## src/rtl/timer_set_ctrl_pkg.sv

```systemverilog
// rtl/timer_set_ctrl_pkg.sv - timer_pkg: setting-mode states, default parameters, counter width helper
package timer_pkg;

    typedef enum logic [1:0] {
        ST_NORMAL   = 2'd0,
        ST_SET_MIN  = 2'd1,
        ST_SET_HOUR = 2'd2
    } set_state_t;

    localparam int unsigned DEF_DEBOUNCE_CYCLES = 16;
    localparam int unsigned DEF_TIMEOUT_CYCLES  = 4096;
    localparam int unsigned DEF_BLINK_HALF      = 256;
    localparam int unsigned DEF_REPEAT_DELAY    = 512;
    localparam int unsigned DEF_REPEAT_PERIOD   = 128;

    // Bits needed to hold the values 0..max_count.
    function automatic int unsigned cnt_width(input int unsigned max_count);
        return (max_count < 1) ? 1 : $clog2(max_count + 1);
    endfunction

endpackage

```

## src/rtl/timer_set_ctrl_if.sv

```systemverilog
// rtl/timer_set_ctrl_if.sv - key inputs and setting-mode outputs of timer_set_ctrl
interface timer_set_ctrl_if;
    logic key_mode;
    logic key_adj;
    logic min;
    logic hour;
    logic in2;
    logic blink;
    logic mode_chg;

    modport master (
        output key_mode, key_adj,
        input  min, hour, in2, blink, mode_chg
    );

    modport slave (
        input  key_mode, key_adj,
        output min, hour, in2, blink, mode_chg
    );
endinterface

```

## src/rtl/key_debounce.sv

```systemverilog
// rtl/key_debounce.sv - 2-flop synchronizer, debounce counter and registered press pulse
module key_debounce
    import timer_pkg::*;
#(
    parameter int unsigned DEBOUNCE_CYCLES = DEF_DEBOUNCE_CYCLES
) (
    input  logic clk,
    input  logic rst,
    input  logic key,
    output logic level,
    output logic press
);
    localparam int unsigned CW = cnt_width(DEBOUNCE_CYCLES);
    localparam logic [CW-1:0] CNT_LAST = CW'(DEBOUNCE_CYCLES - 1);

    logic          sync1;
    logic          sync2;
    logic [CW-1:0] cnt;

    // The counter only advances while the synchronized level disagrees with
    // the accepted level, so any bounce back restarts the qualification.
    always_ff @(posedge clk) begin
        if (rst) begin
            sync1 <= 1'b0;
            sync2 <= 1'b0;
            cnt   <= '0;
            level <= 1'b0;
            press <= 1'b0;
        end else begin
            sync1 <= key;
            sync2 <= sync1;
            press <= 1'b0;
            if (sync2 == level) begin
                cnt <= '0;
            end else if (cnt == CNT_LAST) begin
                level <= sync2;
                cnt   <= '0;
                press <= sync2;
            end else begin
                cnt <= cnt + CW'(1);
            end
        end
    end
endmodule

```

## src/rtl/timer_set_ctrl.sv

```systemverilog
// rtl/timer_set_ctrl.sv - setting-mode FSM, idle timeout, blink; ADJ auto-repeat under TIMER_SET_AUTOREPEAT_EN
module timer_set_ctrl
    import timer_pkg::*;
#(
    parameter int unsigned DEBOUNCE_CYCLES = DEF_DEBOUNCE_CYCLES,
    parameter int unsigned TIMEOUT_CYCLES  = DEF_TIMEOUT_CYCLES,
    parameter int unsigned BLINK_HALF      = DEF_BLINK_HALF,
    parameter int unsigned REPEAT_DELAY    = DEF_REPEAT_DELAY,
    parameter int unsigned REPEAT_PERIOD   = DEF_REPEAT_PERIOD
) (
    input  logic            clk,
    input  logic            rst,
    timer_set_ctrl_if.slave bus
);
    localparam int unsigned IW = cnt_width(TIMEOUT_CYCLES);
    localparam logic [IW-1:0] IDLE_LAST = IW'(TIMEOUT_CYCLES - 1);
    localparam int unsigned BW = cnt_width(BLINK_HALF);
    localparam logic [BW-1:0] BLINK_LAST = BW'(BLINK_HALF - 1);

    logic          mode_ev;
    logic          adj_ev;
    logic          mode_level;
    logic          adj_level;
    set_state_t    state_q;
    set_state_t    state_d;
    logic          in_set;
    logic          adj_accept;
    logic          rep_hit;
    logic          timeout_hit;
    logic [IW-1:0] idle_cnt;
    logic [BW-1:0] blink_cnt;
    logic          min_d, hour_d, in2_d, chg_d;
    logic          min_q, hour_q, in2_q, blink_q, chg_q;
    logic          unused_mode_level;

    key_debounce #(.DEBOUNCE_CYCLES(DEBOUNCE_CYCLES)) u_mode_key (
        .clk   (clk),
        .rst   (rst),
        .key   (bus.key_mode),
        .level (mode_level),
        .press (mode_ev)
    );

    key_debounce #(.DEBOUNCE_CYCLES(DEBOUNCE_CYCLES)) u_adj_key (
        .clk   (clk),
        .rst   (rst),
        .key   (bus.key_adj),
        .level (adj_level),
        .press (adj_ev)
    );

    assign unused_mode_level = mode_level;

    // MODE beats ADJ in the same cycle; any activity beats the timeout.
    assign in_set      = (state_q != ST_NORMAL);
    assign adj_accept  = adj_ev && in_set && !mode_ev;
    assign timeout_hit = in_set && (idle_cnt == IDLE_LAST) && !mode_ev && !adj_ev && !rep_hit;

`ifdef TIMER_SET_AUTOREPEAT_EN
    localparam int unsigned RW = cnt_width((REPEAT_DELAY > REPEAT_PERIOD) ? REPEAT_DELAY : REPEAT_PERIOD);
    localparam logic [RW-1:0] DELAY_LAST  = RW'(REPEAT_DELAY - 1);
    localparam logic [RW-1:0] PERIOD_LAST = RW'(REPEAT_PERIOD - 1);

    logic          rep_on;
    logic          rep_steady;
    logic [RW-1:0] rep_cnt;

    assign rep_hit = rep_on && adj_level && in_set && !mode_ev &&
                     (rep_cnt == (rep_steady ? PERIOD_LAST : DELAY_LAST));

    always_ff @(posedge clk) begin
        if (rst) begin
            rep_on     <= 1'b0;
            rep_steady <= 1'b0;
            rep_cnt    <= '0;
        end else if (adj_accept) begin
            rep_on     <= 1'b1;
            rep_steady <= 1'b0;
            rep_cnt    <= '0;
        end else if (!rep_on || !adj_level || (state_d != state_q)) begin
            rep_on     <= 1'b0;
            rep_steady <= 1'b0;
            rep_cnt    <= '0;
        end else if (rep_hit) begin
            rep_steady <= 1'b1;
            rep_cnt    <= '0;
        end else begin
            rep_cnt <= rep_cnt + RW'(1);
        end
    end
`else
    logic unused_repeat_cfg;

    assign unused_repeat_cfg = ^{adj_level, 32'(REPEAT_DELAY), 32'(REPEAT_PERIOD)};
    assign rep_hit           = 1'b0;
`endif

    always_ff @(posedge clk) begin
        if (rst) begin
            state_q <= ST_NORMAL;
        end else begin
            state_q <= state_d;
        end
    end

    always_comb begin
        state_d = state_q;
        if (mode_ev) begin
            case (state_q)
                ST_NORMAL:   state_d = ST_SET_MIN;
                ST_SET_MIN:  state_d = ST_SET_HOUR;
                default:     state_d = ST_NORMAL;
            endcase
        end else if (timeout_hit) begin
            state_d = ST_NORMAL;
        end
    end

    // Outputs are decoded from the next state and registered below.
    always_comb begin
        min_d  = (state_d == ST_SET_MIN);
        hour_d = (state_d == ST_SET_HOUR);
        chg_d  = (state_d != state_q);
        in2_d  = adj_accept || rep_hit;
    end

    always_ff @(posedge clk) begin
        if (rst) begin
            min_q  <= 1'b0;
            hour_q <= 1'b0;
            in2_q  <= 1'b0;
            chg_q  <= 1'b0;
        end else begin
            min_q  <= min_d;
            hour_q <= hour_d;
            in2_q  <= in2_d;
            chg_q  <= chg_d;
        end
    end

    always_ff @(posedge clk) begin
        if (rst || (state_d == ST_NORMAL) || chg_d || adj_ev || rep_hit) begin
            idle_cnt <= '0;
        end else begin
            idle_cnt <= idle_cnt + IW'(1);
        end
    end

    // Entering a set state restarts the blink phase with the field shown.
    always_ff @(posedge clk) begin
        if (rst || (state_d == ST_NORMAL)) begin
            blink_q   <= 1'b0;
            blink_cnt <= '0;
        end else if (chg_d) begin
            blink_q   <= 1'b1;
            blink_cnt <= '0;
        end else if (blink_cnt == BLINK_LAST) begin
            blink_q   <= !blink_q;
            blink_cnt <= '0;
        end else begin
            blink_cnt <= blink_cnt + BW'(1);
        end
    end

    assign bus.min      = min_q;
    assign bus.hour     = hour_q;
    assign bus.in2      = in2_q;
    assign bus.blink    = blink_q;
    assign bus.mode_chg = chg_q;
endmodule

```

## src/flat_wrapper.sv

```systemverilog
// flat-port wrapper written by rule: the top's interface ports become plain ports
module timer_set_ctrl_flat import timer_pkg::*;
#(
    parameter int unsigned DEBOUNCE_CYCLES = DEF_DEBOUNCE_CYCLES,
    parameter int unsigned TIMEOUT_CYCLES  = DEF_TIMEOUT_CYCLES,
    parameter int unsigned BLINK_HALF      = DEF_BLINK_HALF,
    parameter int unsigned REPEAT_DELAY    = DEF_REPEAT_DELAY,
    parameter int unsigned REPEAT_PERIOD   = DEF_REPEAT_PERIOD
)
  (clk, rst, bus_key_mode, bus_key_adj, bus_min, bus_hour, bus_in2, bus_blink, bus_mode_chg);
  timer_set_ctrl_if bus_i ();
  input  logic clk;
  input  logic rst;
  input wire logic [$bits(bus_i.key_mode)-1:0] bus_key_mode;
  input wire logic [$bits(bus_i.key_adj)-1:0] bus_key_adj;
  output wire logic [$bits(bus_i.min)-1:0] bus_min;
  output wire logic [$bits(bus_i.hour)-1:0] bus_hour;
  output wire logic [$bits(bus_i.in2)-1:0] bus_in2;
  output wire logic [$bits(bus_i.blink)-1:0] bus_blink;
  output wire logic [$bits(bus_i.mode_chg)-1:0] bus_mode_chg;
  assign bus_i.key_mode = bus_key_mode;
  assign bus_i.key_adj = bus_key_adj;
  assign bus_min = bus_i.min;
  assign bus_hour = bus_i.hour;
  assign bus_in2 = bus_i.in2;
  assign bus_blink = bus_i.blink;
  assign bus_mode_chg = bus_i.mode_chg;
  timer_set_ctrl #(.DEBOUNCE_CYCLES(DEBOUNCE_CYCLES), .TIMEOUT_CYCLES(TIMEOUT_CYCLES), .BLINK_HALF(BLINK_HALF), .REPEAT_DELAY(REPEAT_DELAY), .REPEAT_PERIOD(REPEAT_PERIOD)) u_core (.clk(clk), .rst(rst), .bus(bus_i));
endmodule
```

## config.mk

```make
export PLATFORM = sky130hd
export DESIGN_NAME = timer_set_ctrl_flat
export DESIGN_NICKNAME = d
export VERILOG_FILES = /design/src/rtl/timer_set_ctrl_pkg.sv /design/src/rtl/timer_set_ctrl_if.sv /design/src/rtl/key_debounce.sv /design/src/rtl/timer_set_ctrl.sv /design/src/flat_wrapper.sv
export SDC_FILE = /design/constraint.sdc
export NUM_CORES = 1
export LEC_CHECK = 0
export CAP_MARGIN = 25
export CORE_AREA = 2 2 62 76
export CTS_BUF_LIST = sky130_fd_sc_hd__clkbuf_8
export DETAILED_ROUTE_END_ITERATION = 8
export DIE_AREA = 0 0 64 78
export SETUP_SLACK_MARGIN = 0.4
export SYNTH_ARGS = -nofsm -noshare
export SYNTH_HDL_FRONTEND = slang
export SYNTH_SLANG_ARGS = --single-unit
```

## constraint.sdc

```tcl
create_clock -name clk -period 2 [get_ports clk]
set_input_delay 0.4 -clock clk [delete_from_list [all_inputs] [get_ports clk]]
set_output_delay 0.4 -clock clk [all_outputs]
set_load 0.03 [all_outputs]
```

# ---- Word-level counts from Yosys, hierarchy flattened
# Cells that the tools add are included.
dict set report word_totals {
  reg_bits 47
  in_bits 4
  output_inout_bits 5
  elab_cells 63
}
dict set report op_classes {
  n_addsub 4
  eq_ne 10
  muxes 5
  bitwise_logic 4
  reduce_logical 22
}
# operator n
set ops {}
lappend ops {{$reduce_or A3 Y1} 5}
lappend ops {{$add A13 B1 Y13 const B} 1}
lappend ops {{$eq A13 B12 Y1 const B} 1}
lappend ops {{$add A5 B1 Y5 const B} 2}
lappend ops {{$eq A5 B4 Y1 const B} 2}
lappend ops {{$add A9 B1 Y9 const B} 1}
lappend ops {{$eq A9 B8 Y1 const B} 1}
lappend ops {{$logic_and A1 B1 Y1} 5}
lappend ops {{$eq A2 B1 Y1 const B} 2}
lappend ops {{$logic_not A2 Y1} 2}
lappend ops {{$mux W2} 2}
lappend ops {{$not A1 Y1} 4}
lappend ops {{$pmux W2 S2} 1}
lappend ops {{$reduce_and A2 Y1} 2}
lappend ops {{$reduce_bool A2 Y1} 2}
lappend ops {{$logic_not A1 Y1} 3}
lappend ops {{$logic_or A1 B1 Y1} 3}
lappend ops {{$eq A1 B1 Y1} 2}
lappend ops {{$eq A2 B2 Y1 const B} 1}
lappend ops {{$mux W1} 2}
lappend ops {{$ne A2 B2 Y1} 1}

# ---- Logic depth before layout (Yosys ltp)
# Gate-level depths: netlist (run 1).
dict set report depth {
  ltp_word 10
  depth_mapped 8
  mapped_depth_nobuf 8
}

# ---- Modules after synthesis
# Synthesis (run 1) repeated with hierarchy kept, for this count alone.
dict set report unflattened {
  cells_unflattened 181
  hier_area_um2 1826.8
}
# module n_inst cells_each area_each_um2 seq_area_each_um2
set by_module_without_submodules {}
lappend by_module_without_submodules {timer_set_ctrl 1 123 1188.6 580.6}
lappend by_module_without_submodules {key_debounce 2 29 319.1 180.2}

# ---- Worst setup path after synthesis (run 1)
# Ideal clock, no wire load.
dict set report synth_timing {
  path_kind {reg2reg}
  start {register u_core.idle_cnt[0]}
  end {register u_core.hour_q (netlist: u_core.bus.hour)}
  setup_ns 0.132
  arrival_ns 1.456
  t_required_ns 1.868
  path_slack_ns 0.412
  stages_incl_launch_ff 7
  n_path_buf 1
  synth_period_minus_slack_ns 1.588
  path_cell_list {dfxtp_1 > ha_1 > nand2_1 > or4_1 > buf_2 > nand4_1 > a21oi_1}
}
dict set report synth_between {
  elab_chain_cells 7
}
# item line_no
set synth_lines {}
lappend synth_lines {{start, declared} timer_set_ctrl.sv:30} ;# logic [IW-1:0] idle_cnt;
lappend synth_lines {{start signal, assigned} timer_set_ctrl.sv:145} ;# idle_cnt <= idle_cnt + IW'(1);
lappend synth_lines {{$eq A13 B12 Y1} timer_set_ctrl.sv:57} ;# assign timeout_hit = in_set && (idle_cnt == IDLE_LAST) && !mode_ev && !adj_ev && !rep_hit;
lappend synth_lines {{$logic_and A1 B1 Y1 (3 in a row)} timer_set_ctrl.sv:57}
lappend synth_lines {{$mux W2} timer_set_ctrl.sv:114} ;# end else if (timeout_hit) begin
lappend synth_lines {{$mux W2} timer_set_ctrl.sv:108} ;# if (mode_ev) begin
lappend synth_lines {{$eq A2 B2 Y1} timer_set_ctrl.sv:122} ;# hour_d = (state_d == ST_SET_HOUR);
lappend synth_lines {{end signal, assigned} timer_set_ctrl.sv:135} ;# hour_q <= hour_d;
lappend synth_lines {{end, declared} timer_set_ctrl.sv:33} ;# logic min_q, hour_q, in2_q, blink_q, chg_q;
# Every way passes these cells.
# A chain may end at the register's enable or synchronous reset.

# ---- Final worst setup path (run 1)
dict set report layout_timing {
  start {input rst}
  end {register u_core.idle_cnt[5]}
}
dict set report layout_between {
  elab_chain_cells 3
}
# item line_no
set layout_lines {}
lappend layout_lines {{start, declared} flat_wrapper.sv:13} ;# input logic rst;
lappend layout_lines {{$logic_or A1 B1 Y1 (3 in a row)} timer_set_ctrl.sv:142} ;# if (rst || (state_d == ST_NORMAL) || chg_d || adj_ev || rep_hit) begin
# Every way passes these cells.

==> results by stage, run 1 <==
Synth:
- Counting every instance in the synthesized netlist gives 186.
- Yosys instantiated no cell more often than sky130_fd_sc_hd__dfxtp_1.
- Ranked by instance count, the synthesized netlist is headed by 47 x sky130_fd_sc_hd__dfxtp_1, 33 x sky130_fd_sc_hd__nor2_1, 13 x sky130_fd_sc_hd__nand3_1, 13 x sky130_fd_sc_hd__xor2_1, 10 x sky130_fd_sc_hd__xnor2_1.
- The top-area cell type share of the netlist area is 51.8%.
- For this run, asynchronously set or reset flops after synthesis account for 0%.
- Of all cell types, the one taking the most synthesized area is sky130_fd_sc_hd__dfxtp_1.
- Yosys attributes the largest share of cell area to sky130_fd_sc_hd__dfxtp_1 52%, sky130_fd_sc_hd__nor2_1 6.8%, sky130_fd_sc_hd__xor2_1 6.3%.
- Yosys printed 0 warnings.
- The total of flip-flops plus latches after synthesis is 47.
- The average instance area after synthesis is 9.77 um2.
- After synthesis, flip-flops and latches occupy 51.8% of the total area.
- The count of flip-flops with a built-in enable after synthesis is 0.
- The primary flip-flop cell chosen by synthesis mapping is sky130_fd_sc_hd__dfxtp_1.
- The number of distinct library cell variants in the gate-level netlist after synthesis is 31.
- In this run the cell area of the synthesized design comes to 0.00182 mm2.
- The number of nets in the synthesized netlist is 197.

Drt:
- For this run, design rule violations remaining after detail routing come to 0.
- The routed wire length on met2 is 1570 um.
- The total length of routed met3 wires is 88 um.
- In the final routing, the length of wire on met1 measures 1290 um.
- The final route contains 1,282 vias.
- The via density per instance is 4.95.
- For this block, the routed nets add up to 3000 um of wire.
- The number of DRC violations after detailed-routing iteration 0 is 24.
- The antenna violation net count after detailed routing is 0.
- Signal routing reaches up to met4.
- The detailed-routing iteration count for the pre-antenna-repair pass is 4.
- The per-cell routed wire length is 11.6 um.

Timing:
- The largest clock skew in the final design is 0.00664 ns.
- Based on the critical path, the design can be clocked at up to 654 MHz.
- The total count of max-transition violations in the final report is 0.
- The tightest slew margin relative to the limit is 66.4%.
- The tightest hold margin is 0.444 ns.
- Of the available clock period, the critical path in the final layout requires 76.5%.
- Setup total negative slack on the finished layout was measured at 0 ns.
- The worst path needs 1.53 ns of the cycle, external delays included.
- The final number of setup-violating endpoints is 0.
- Setup repair after global routing could not meet its margin everywhere.
- The final number of hold-violating endpoints is 0.
- The actual slew at the worst max-slew pin is 0.499 ns.

Power and ir drop:
- IR analysis of the VDD net gives a maximum drop of 0.469 mV.
- The static leakage power is 0.759 nW.
- The power density of the placed cells is 682 mW/mm2.

Global route:
- The via count of the first global-routing pass is 1,204.
- The first global-routing pass estimated 5130 um of wire.
- The pin count of the biggest net entering global routing is 19.
- Summed over all layers, the global routing overflow is 0.
- The number of antenna violations at the first check in global routing is 0.
- The global-route usage over all layers is 13.0%.

Placed design:
- The number of port buffers is 8.
- After detailed placement, the design holds a cell count of 249.
- At the end of routability-driven placement, the weighted congestion stood at 0.682.
- The detailed placer's ending HPWL is 2070 um.

Cells and area:
- After the last flow step, the layout net total stands at 215.
- Relative to the synthesized area, the layout overhead comes to 18.4%.
- In the final layout, the share of cells above drive strength 1 is 16.7%.
- The filler cells instantiated in the layout total 369.
- The multi-input gate area in the final layout is 902 um2.
- The antenna diode count is 0.
- The finished layout holds 259 standard cells, fillers aside.
- The sequential cells in the finished layout cover a total of 948 um2.
- Measured on the finished design, the core utilization comes to 51.3%.

CTS:
- After clock tree synthesis, the clock-pin slew on the worst setup and hold paths is 0.08 ns.
- The count of H-tree levels built during CTS is 2.
- Clock tree synthesis inserted a total of 5 buffers.
- Hold repair after CTS inserted 0 buffers.
- The maximum count of clock buffers along a single path is 2.
- CTS saw 47 sinks.
- The insertion delay to the later sink of the worst-skew pair is 0.29 ns.
- TritonCTS built the clock tree.
- The root buffer cell chosen for the clock tree is sky130_fd_sc_hd__clkbuf_8.

Critical path:
- The peak fanout along the critical path is 10.
- The cell count of the worst reg-to-reg path is 5.
- The required time of the critical path is 2.23 ns.
- The element type at the critical path start is a primary input.
- STA classifies the critical path endpoint as a flop.
- STA puts the critical path data arrival time at 1.76 ns.
- The end of the worst register-to-register path is u_core.u_adj_key.cnt[2]$_SDFF_PP0_.
- The critical path class is in -> reg.
- The startpoint identified for the worst register-to-register timing path is u_core.u_adj_key.cnt[0]$_SDFF_PP0_.
- The setup check on the worst reg-to-reg path leaves a slack of 0.49 ns.

Min path:
- The min-delay analysis places its worst path in the category reg -> reg.
- The cell depth of the worst min-delay path is 1.
- The worst hold path begins at u_core.idle_cnt[0]$_SDFF_PP0_.
- The capture endpoint of the worst hold path is u_core.idle_cnt[0]$_SDFF_PP0_.

Die:
- The starting density of the core is 43.3%.
- The initialized floorplan defines 26 standard-cell rows.
- The die covers 0.00499 mm2.
- The die height is 78 um.
- In this run the count of I/O pins placed on the die edge is 9.
- The die span in x is 64 um.
- The core box area is 0.00420 mm2.

Flow run:
- The max-capacitance violation count is 0.

Status:
- The flow ran to the end, and the final reports show no timing, DRC or antenna violations.
==> cells in the final DEF, fill, tap and decap left out, drive strengths merged <==
master	netlist	final
and3	6	6
a211oi	1	1
ha	7	7
nand3b	1	1
nor2	33	33
o22ai	1	1
nand3	15	15
nor2b	5	5
nand2	6	6
o211a	1	1
or4	1	1
and4	2	2
o31ai	2	2
dfxtp	47	47
nand4	4	4
nand4bb	1	1
xor2	13	13
inv	9	10
or3	4	4
and2	1	1
mux2i	2	2
nor4	1	1
dlygate4sd2	0	5
clkdlybuf4s50	0	3
a21oi	3	3
clkbuf	2	5
buf	2	7
nor4bb	2	2
xnor2	10	10
nor3	4	4
==> cell families after synthesis <==
family	Yosys count	share of synthesized area, %
and+or+nand+nor	86	25.3
DFF	47	51.8
xor gates and xnor gates	23	11.1
buffers and inverters	13	2.96
AOI/OAI and AO/OA	8	2.96
adders and majority gates	7	4.82
muxes	2	1.10
==> worst max-delay path by stage <==
stage | cells past startpoint | start | end
3_3_place_gp | 5 | u_core.idle_cnt[0]$_SDFF_PP0_ | u_core.blink_cnt[4]$_SDFF_PP0_
3_5_place_dp | 5 | u_core.idle_cnt[0]$_SDFF_PP0_ | u_core.blink_cnt[3]$_SDFF_PP0_
5_1_grt | 5 | rst | u_core.idle_cnt[6]$_SDFF_PP0_
2_1_floorplan | 6 | u_core.idle_cnt[0]$_SDFF_PP0_ | u_core.bus.hour$_SDFF_PP0_
6_report | 5 | rst | u_core.idle_cnt[5]$_SDFF_PP0_
4_1_cts | 8 | u_core.blink_cnt[1]$_SDFF_PP0_ | u_core.bus.blink$_SDFFE_PP0P_
==> per-layer routing <==
layer / up-vias / track usage [%]
met3: 6 / 4.35
li1: 657 / -
met4: 0 / 5.87
met2: 15 / 22.1
met1: 604 / 14.6
met5: - / 0
==> area by class of cell <==
type	instances	area share [%]
inverters	9	1.57
clock inverters	1	0.174
repair buffers	15	5.87
well taps	56	3.25
multi-input cells	126	41.9
clock buffers	5	3.20
flip-flops and latches	47	44.0
==> per-stage QoR <==
step	total power, mW	instance area, um2	setup slack, ns
finish	1.47	2150	0.471
CTS	1.49	2070	0.406
detailed placement	0.985	1970	0.216
global route	1.54	2150	0.367
global placement	0.984	1970	0.267
floorplan	0.975	1820	0.412
==> critical path: stages <==
cell	delay (ns)
sky130_fd_sc_hd__clkdlybuf4s50_1	0.44
sky130_fd_sc_hd__nor4_1	0.46
sky130_fd_sc_hd__o31ai_2	0.15
sky130_fd_sc_hd__buf_4	0.20
sky130_fd_sc_hd__nor2_1	0.11
==> registers in the layout, indices dropped and copies added (netlist names) <==
register,count
u_core.bus.min,1
u_core.u_mode_key.sync2,1
u_core.bus.in2,1
u_core.u_adj_key.sync2,1
u_core.u_mode_key.cnt,5
u_core.u_adj_key.press,1
u_core.u_adj_key.cnt,5
u_core.u_mode_key.level,1
u_core.u_mode_key.sync1,1
u_core.idle_cnt,13
u_core.blink_cnt,9
u_core.u_mode_key.press,1
u_core.u_adj_key.sync1,1
u_core.u_adj_key.level,1
u_core.bus.hour,1
u_core.bus.blink,1
u_core.bus.mode_chg,1
u_core.state_q,2
==> what timing repair did <==
action | CTS | global route
endpoints found under the hold margin | 0 | 0
pin swaps | 3 | 6
setup endpoints to repair | 20 | 23
gates cloned | 0 | 0
resized for setup | 13 | 14
setup buffers | 1 | 3
==> where the power goes <==
group / internal [mW] / switching (mW) / total (mW)
Sequential: 0.940 / 0.00258 / 0.942
Combinational: 0.0119 / 0.00964 / 0.0215
Clock: 0.228 / 0.277 / 0.505
Total: 1.18 / 0.289 / 1.47
(Power assumes the default switching activity.)
==> inputs of run 2 (changes only) <==
- clock period: 2 -> 1.58 ns (I/O delays scaled with it)
==> run 2 against run 1 <==
Non-clock buffer count increased by 21. Clock skew is 0.0041 ns lower. Die area did not move. Routed wire length increased by 13%. Hold slack hardly changed. Core utilization rose by 7.2 points. Cell count rose by 8.5%. Worst setup slack worse by 0.31 ns. Via count increased by 5.9%. Count of clock-buffer cells in the layout rose by 1. Power rose by 32%.
==> results by stage, run 2 (synthesis results as in run 1) <==
Timing:
- The worst pin sits at a relative slew slack of 76.5%.
- The total count of max-transition violations in the final report came to 0.
- The largest clock skew in the final design is 0.00259 ns.
- The worst path needs 1.42 ns of the cycle, external delays included.
- Setup repair after global routing could not meet its margin everywhere.
- The actual slew at the worst max-slew pin is 0.350 ns.
- Based on the critical path, the design can be clocked at up to 703 MHz.
- The tightest hold margin is 0.443 ns.
- Adding up every negative setup slack in the final design gives 0 ns.
- Setup violations remaining at the end of the flow were counted as 0.
- The final number of hold-violating endpoints was 0.
- The fraction of the cycle the final worst path needs is 90.0%.

Cells and area:
- In the layout the commonest cells are 33 x sky130_fd_sc_hd__dfxtp_1, 27 x sky130_fd_sc_hd__nor2_1, 27 x sky130_fd_sc_hd__buf_4, 13 x sky130_fd_sc_hd__xor2_1.
- The largest registers in the layout are u_core.idle_cnt x13, u_core.blink_cnt x9.
- The antenna diode count is 0.
- The register with the most flip-flops in the final layout is u_core.idle_cnt.
- Relative to the synthesized area, the layout overhead comes to 35.1%.
- The fraction of final layout cells with drive strength greater than 1 is 38.2%.
- The post-layout net count is 236.
- Leaving out fill and tap cells, the most frequent cell in the layout is sky130_fd_sc_hd__dfxtp_1.
- The number of flip-flops under the largest register name is 13.
- Fill cells in the final layout number 349.

Drt:
- The antenna violation net count after detailed routing is 0.
- After detailed routing, the average wire length per cell comes to 12.0 um.
- The via density per instance is 4.83.
- After detailed routing, the total wire length is 3380 um.
- In this run, the number of DRC markers left after iteration 0 of detailed routing was 48.
- For this block, the via count after detailed routing is 1,358.
- The first TritonRoute pass finished after 4 iterations.
- The count of unresolved DRC violations after routing is 0.

Die:
- The I/O pin total is 9.
- The floorplan step defined a core boundary enclosing 0.00420 mm2.
- The floorplan step set the die height to 78 um.
- Measured along the x axis, the die boundary spans 64 um.
- Once the floorplan was initialized, standard cells occupied 43.3% of the core.
- The die covers 0.00499 mm2.
- Row generation in the floorplan step produced 26 rows.

CTS:
- Counting every sink on the clock net gives 47.
- After clock tree synthesis, the clock-pin slew on the worst setup and hold paths is 0.08 ns.
- The insertion delay to the later sink of the worst-skew pair is 0.29 ns.
- Buffers inserted to repair hold after CTS numbered 0.
- In this run the number of H-tree levels came out at 2.
- The maximum count of clock buffers along a single path is 2.
- The root buffer cell chosen for the clock tree is sky130_fd_sc_hd__clkbuf_8.
- The CTS buffer count is 5.
- The clock tree from TritonCTS is built.

Flow run:
- Across the run, the number of max-cap violations was 0.

Global route:
- The first global-routing pass estimated 5620 um of wire.
- The global-route usage over all layers is 14.4%.
- The via count of the first global-routing pass came to 1,286.
- The global route total overflow is 0.
- The pin count of the biggest net entering global routing is 14.
- The number of antenna violations at the first check in global routing is 0.

Power and ir drop:
- The static leakage power is 0.858 nW.
- The largest vdd supply drop is 0.686 mV.
- The power density of the placed cells is 791 mW/mm2.

Critical path:
- The endpoint identified for the worst register-to-register timing path is u_core.state_q[1]$_SDFF_PP0_.
- In this run the register-to-register setup slack is 0.16 ns.
- The launch instance of the worst register-to-register path is u_core.idle_cnt[1]$_SDFF_PP0_.
- Data on the critical path arrives at its endpoint at 1.60 ns.
- The kind of end point of the critical path is a flop.
- The cell count of the worst reg-to-reg path is 5.
- Data on the critical path is required at its endpoint by 1.76 ns.
- The start point of the critical path is u_core.idle_cnt[1]$_SDFF_PP0_.
- The critical path class is reg -> reg.
- Along the worst path, the maximum fanout reaches 6.
- The element type at the critical path start is a flop.

Min path:
- The capture endpoint of the worst hold path is u_core.idle_cnt[0]$_SDFF_PP0_.
- The cell depth of the worst min-delay path is 1.
- The startpoint identified for the worst hold timing path is u_core.idle_cnt[0]$_SDFF_PP0_.
- The min-delay analysis places its worst path in the category reg -> reg.

Placed design:
- The global placer's final weighted congestion is 0.713.
- After legalization and detailed placement, the total HPWL measured 2220 um.
- The number of port buffers is 8.

Status:
- The flow ran to the end, and the final reports show no timing, DRC or antenna violations.
[run 2: how the worst max path moves through the flow]
stage                                                end  slack (ns)  cells past startpoint
final                       u_core.state_q[1]$_SDFF_PP0_        0.16                      5
after global routing       u_core.bus.blink$_SDFFE_PP0P_        0.06                      8
after CTS                  u_core.bus.blink$_SDFFE_PP0P_        0.13                      8
after detailed placement  u_core.blink_cnt[5]$_SDFF_PP0_       -0.03                      6
after global placement     u_core.idle_cnt[2]$_SDFF_PP0_       -0.06                      5
after floorplan               u_core.bus.hour$_SDFF_PP0_        0.20                      5
[run 2: cell type report]
class / instances / area (um2) / share of cell area [%]
inverters: 9 / 33.8 / 1.38
clock inverters: 1 / 5.00 / 0.204
clock buffers: 6 / 82.6 / 3.36
multi-input cells: 126 / 1020 / 41.7
repair buffers: 36 / 275 / 11.2
well taps: 56 / 70.1 / 2.85
flip-flops and latches: 47 / 966 / 39.3
[run 2: per-stage QoR]
stage / std cells / util (%) / area [um2] / power [mW] / worst slack [ns]
CTS: 275 / 56.4 / 2370 / 1.96 / 0.128
floorplan: 186 / - / 1940 / 1.24 / 0.197
global route: 281 / 58.5 / 2460 / 2.02 / 0.0582
detailed placement: 256 / 51.1 / 2140 / 1.25 / -0.0282
global placement: 256 / 51.1 / 2140 / 1.25 / -0.0639
finish: 281 / 58.5 / 2460 / 1.94 / 0.158
[run 2: layer usage]
layer / wire length (um) / global-route usage (%)
met2: 1660 / 24.3
met1: 1550 / 16.9
met3: 109 / 4.78
met4: 65 / 5.22
met5: 0 / 0
[run 2: report_power, final]
| part | internal (mW) | total, mW | switching, mW |
|---|---|---|---|
| clock network | 0.343 | 0.713 | 0.370 |
| registers | 1.18 | 1.19 | 0.00372 |
| logic | 0.0241 | 0.0409 | 0.0168 |
[run 2: what timing repair did]
item,in CTS,in global routing
gates resized for setup,36,18
pin swaps,6,8
setup endpoints to repair,44,42
gates cloned,0,0
buffers inserted,12,6
[run 2: worst max-delay path, cell delays in order, from the launching register on]
cell	delay (ns)
sky130_fd_sc_hd__dfxtp_4	0.37
sky130_fd_sc_hd__ha_4	0.16
sky130_fd_sc_hd__nand2_2	0.07
sky130_fd_sc_hd__or4_4	0.49
sky130_fd_sc_hd__nand3_1	0.13
sky130_fd_sc_hd__a21oi_1	0.09
==> inputs of run 3 (changes only) <==
- CTS_BUF_LIST: sky130_fd_sc_hd__clkbuf_8 -> sky130_fd_sc_hd__clkbuf_16
- PLACE_DENSITY: default -> 0.64
- clock period: 1.58 -> 1.6 ns (I/O delays scaled with it)
==> run 3 against run 2 <==
Cell count grew 1.4%. Combinational power fell by 16%. Critical path depth shrank 1. Routed wire length grew 14%. Flip-flop and latch count unchanged. Global-route usage up 2.5 points. Sequential power about the same. Die area unchanged. Non-clock buffer count increased by 3. Clock power increased by 63%. Maximum frequency grew 0.83%. Count of clock-buffer cells in the layout shrank 1. Critical endpoint is now u_core.blink_cnt[5]$_SDFF_PP0_. Largest cell class unchanged.
==> results by stage, run 3 (synthesis results as in run 1) <==
Status:
- The flow ran to the end, and the final reports show no timing, DRC or antenna violations.

CTS:
- The insertion delay to the later sink of the worst-skew pair is 0.28 ns.
- CTS saw 47 sinks.
- The tree is rooted in a sky130_fd_sc_hd__clkbuf_16.
- The CTS buffer count is 5.
- The clock tree from TritonCTS is built.
- The count of hold buffers inserted by post-cts repair is 0.
- The count of H-tree levels built during CTS is 2.
- The longest clock path from root to sink contains 2 buffers.
- The post-CTS clock slew at the launch and capture registers of the worst setup and hold paths is 0.06 ns.

Critical path:
- The end of the worst register-to-register path is u_core.blink_cnt[5]$_SDFF_PP0_.
- The critical path contains buffers and inverters numbering 0 combined.
- The launch instance of the worst register-to-register path is u_core.u_adj_key.press$_SDFF_PP0_.
- The largest single stage delay on the critical path is 0.60 ns.
- The critical path goes through nand4bb_1 > or4_4 > nand3b_4 > nor2b_1.
- The critical path class is reg -> reg.
- On the critical path the largest part of the delay comes from simple AND/OR/NAND/NOR gates.
- The data arrival time of the worst path is 1.59 ns.
- The kind of end point of the critical path is a flop.
- Setup slack on the worst reg-to-reg path comes out at 0.19 ns.
- The element type at the critical path start is a flop.
- The cell count of the worst reg-to-reg path is 4.
- The peak fanout along the critical path is 9.
- For this design, the slowest cell found on the critical path is sky130_fd_sc_hd__or4_4.
- The required time of the critical path is 1.78 ns.

Global route:
- The via count of the first global-routing pass is 1,520.
- The pin count of the biggest net entering global routing is 16.
- The number of antenna violations at the first check in global routing is 0.
- Summed over all layers, the global routing overflow is 0.
- The first global-routing pass estimated 6620 um of wire.
- The global-route usage over all layers is 17.0%.

Cells and area:
- Fill cells in the final layout number 322.
- The number of flip-flops under the largest register name is 13.
- Cells fill 62.4% of the core in the end.
- The area growth from synthesis to layout is 44.0%.
- The area occupied by registers is 973 um2.
- The multi-input combinational cells in the finished layout cover a total of 0.00107 mm2.
- At the end of the flow, the number of nets in the layout was 239.
- The fraction of final layout cells with drive strength greater than 1 is 44.1%.
- The largest registers in the layout are u_core.idle_cnt x13, u_core.blink_cnt x9.
- In the layout the commonest cells are 27 x sky130_fd_sc_hd__nor2_1, 27 x sky130_fd_sc_hd__buf_4, 27 x sky130_fd_sc_hd__dfxtp_1, 17 x sky130_fd_sc_hd__dfxtp_2, 13 x sky130_fd_sc_hd__xor2_1.
- The register ranked first by flip-flop count is u_core.idle_cnt.
- The number of antenna diodes in the final layout is 0.

Min path:
- For hold timing, the worst endpoint is u_core.u_mode_key.sync2$_SDFF_PP0_.
- The startpoint identified for the worst hold timing path is u_core.u_mode_key.sync1$_SDFF_PP0_.
- Along the worst hold path, the cell count comes to 1.
- The tightest min-delay check is of the reg -> reg type.

Drt:
- The total routed wirelength is 3870 um.
- The antenna violation net count after detailed routing is 0.
- Using the TritonRoute via totals, the vias-per-cell ratio works out to 4.99.
- The per-cell routed wire length is 13.6 um.
- For this run, design rule violations remaining after detail routing come to 0.
- The total via count in the routed design is 1,422.
- Wire segments on met2 add up to 2170 um in the final route.
- In the final routing, the length of wire on met1 measures 1540 um.
- The routed design uses 102 um of met3 wire.
- After the first detailed-routing iteration, the DRC count stood at 46.
- For this run, the detailed router's first-pass iteration total came to 4.
- The top layer reached by signal wires is met4.

Timing:
- Measured against its own limit, the worst slew margin works out to 80.4%.
- Setup violations remaining at the end of the flow were counted as 0.
- Counting I/O delays and the setup requirement, the final critical path takes 1.41 ns.
- The fraction of the cycle the final worst path needs is 88.2%.
- The tightest hold path in the finished design has a slack of 0.442 ns.
- The largest clock skew in the final design is 0.00500 ns.
- The top achievable clock speed is 709 MHz.
- The total count of max-transition violations in the final report came to 0.
- Setup repair after global routing could not meet its margin everywhere.
- At the pin with the least slew margin, the transition time is 0.293 ns.
- Setup total negative slack on the finished layout was measured at 0 ns.
- The final number of hold-violating endpoints was 0.

Placed design:
- At the end of routability-driven placement, the weighted congestion stood at 0.750.
- The detailed placer's ending HPWL is 2450 um.
- The number of port buffers is 8.

Flow run:
- The max-capacitance violation count is 0.

Die:
- The die covers 0.00499 mm2.
- Row generation in the floorplan step produced 26 rows.
- In this run the horizontal extent of the chip is 64 um.
- The starting density of the core is 43.3%.
- The core box area is 0.00420 mm2.
- During I/O placement, the number of pins put on the boundary was 9.
- Measured along the y axis, the die boundary spans 78 um.

Power and ir drop:
- Across the VDD grid, the largest voltage drop is 0.829 mV.
- In this run the static leakage power is 0.918 nW.
- The power density of the placed cells is 905 mW/mm2.
- The post-layout total power is 2.37 mW.
run 3: stage by stage:
| step | instances | worst slack [ns] | area (um2) |
|---|---|---|---|
| 3_5_place_dp | 257 | 0.0214 | 2150 |
| 3_3_place_gp | 257 | 0.0240 | 2150 |
| 4_1_cts | 282 | 0.154 | 2530 |
| 6_report | 285 | 0.189 | 2620 |
| 2_1_floorplan | 186 | 0.217 | 1940 |
| 5_1_grt | 285 | 0.0885 | 2620 |
run 3: cell type report:
class / count / share of cell area (%)
Multi-Input combinational cell: 126 / 40.9
Sequential cell: 47 / 37.2
Timing Repair Buffer: 39 / 11.5
Clock buffer: 5 / 4.78
Tap cell: 56 / 2.68
Clock inverter: 3 / 1.67
Inverter: 9 / 1.29
run 3: worst max-delay path by stage:
stage / start / end / slack, ns / cells after the start
after CTS: u_core.blink_cnt[0]$_SDFF_PP0_ / u_core.bus.blink$_SDFFE_PP0P_ / 0.15 / 8
after global routing: u_core.blink_cnt[1]$_SDFF_PP0_ / u_core.bus.blink$_SDFFE_PP0P_ / 0.09 / 8
after global placement: rst / u_core.idle_cnt[11]$_SDFF_PP0_ / 0.02 / 5
after detailed placement: rst / u_core.blink_cnt[3]$_SDFF_PP0_ / 0.02 / 6
after floorplan: u_core.idle_cnt[12]$_SDFF_PP0_ / u_core.bus.hour$_SDFF_PP0_ / 0.22 / 5
final: u_core.u_adj_key.press$_SDFF_PP0_ / u_core.blink_cnt[5]$_SDFF_PP0_ / 0.19 / 4
run 3: layer usage:
metal	up-vias	track usage, %
li1	709	-
met1	686	17.3
met2	21	31.8
met3	6	4.49
met4	0	7.17
met5	-	0
run 3: power by group:
part	total, mW	internal, mW	switching, mW
Combinational	0.0342	0.0186	0.0155
Clock	1.16	0.736	0.425
Sequential	1.18	1.17	0.00449
Total	2.37	1.93	0.445
run 3: timing repair:
action	CTS	global route
gates resized for setup	51	18
pin swaps	14	7
endpoints found under the setup margin	43	43
setup buffers	17	3
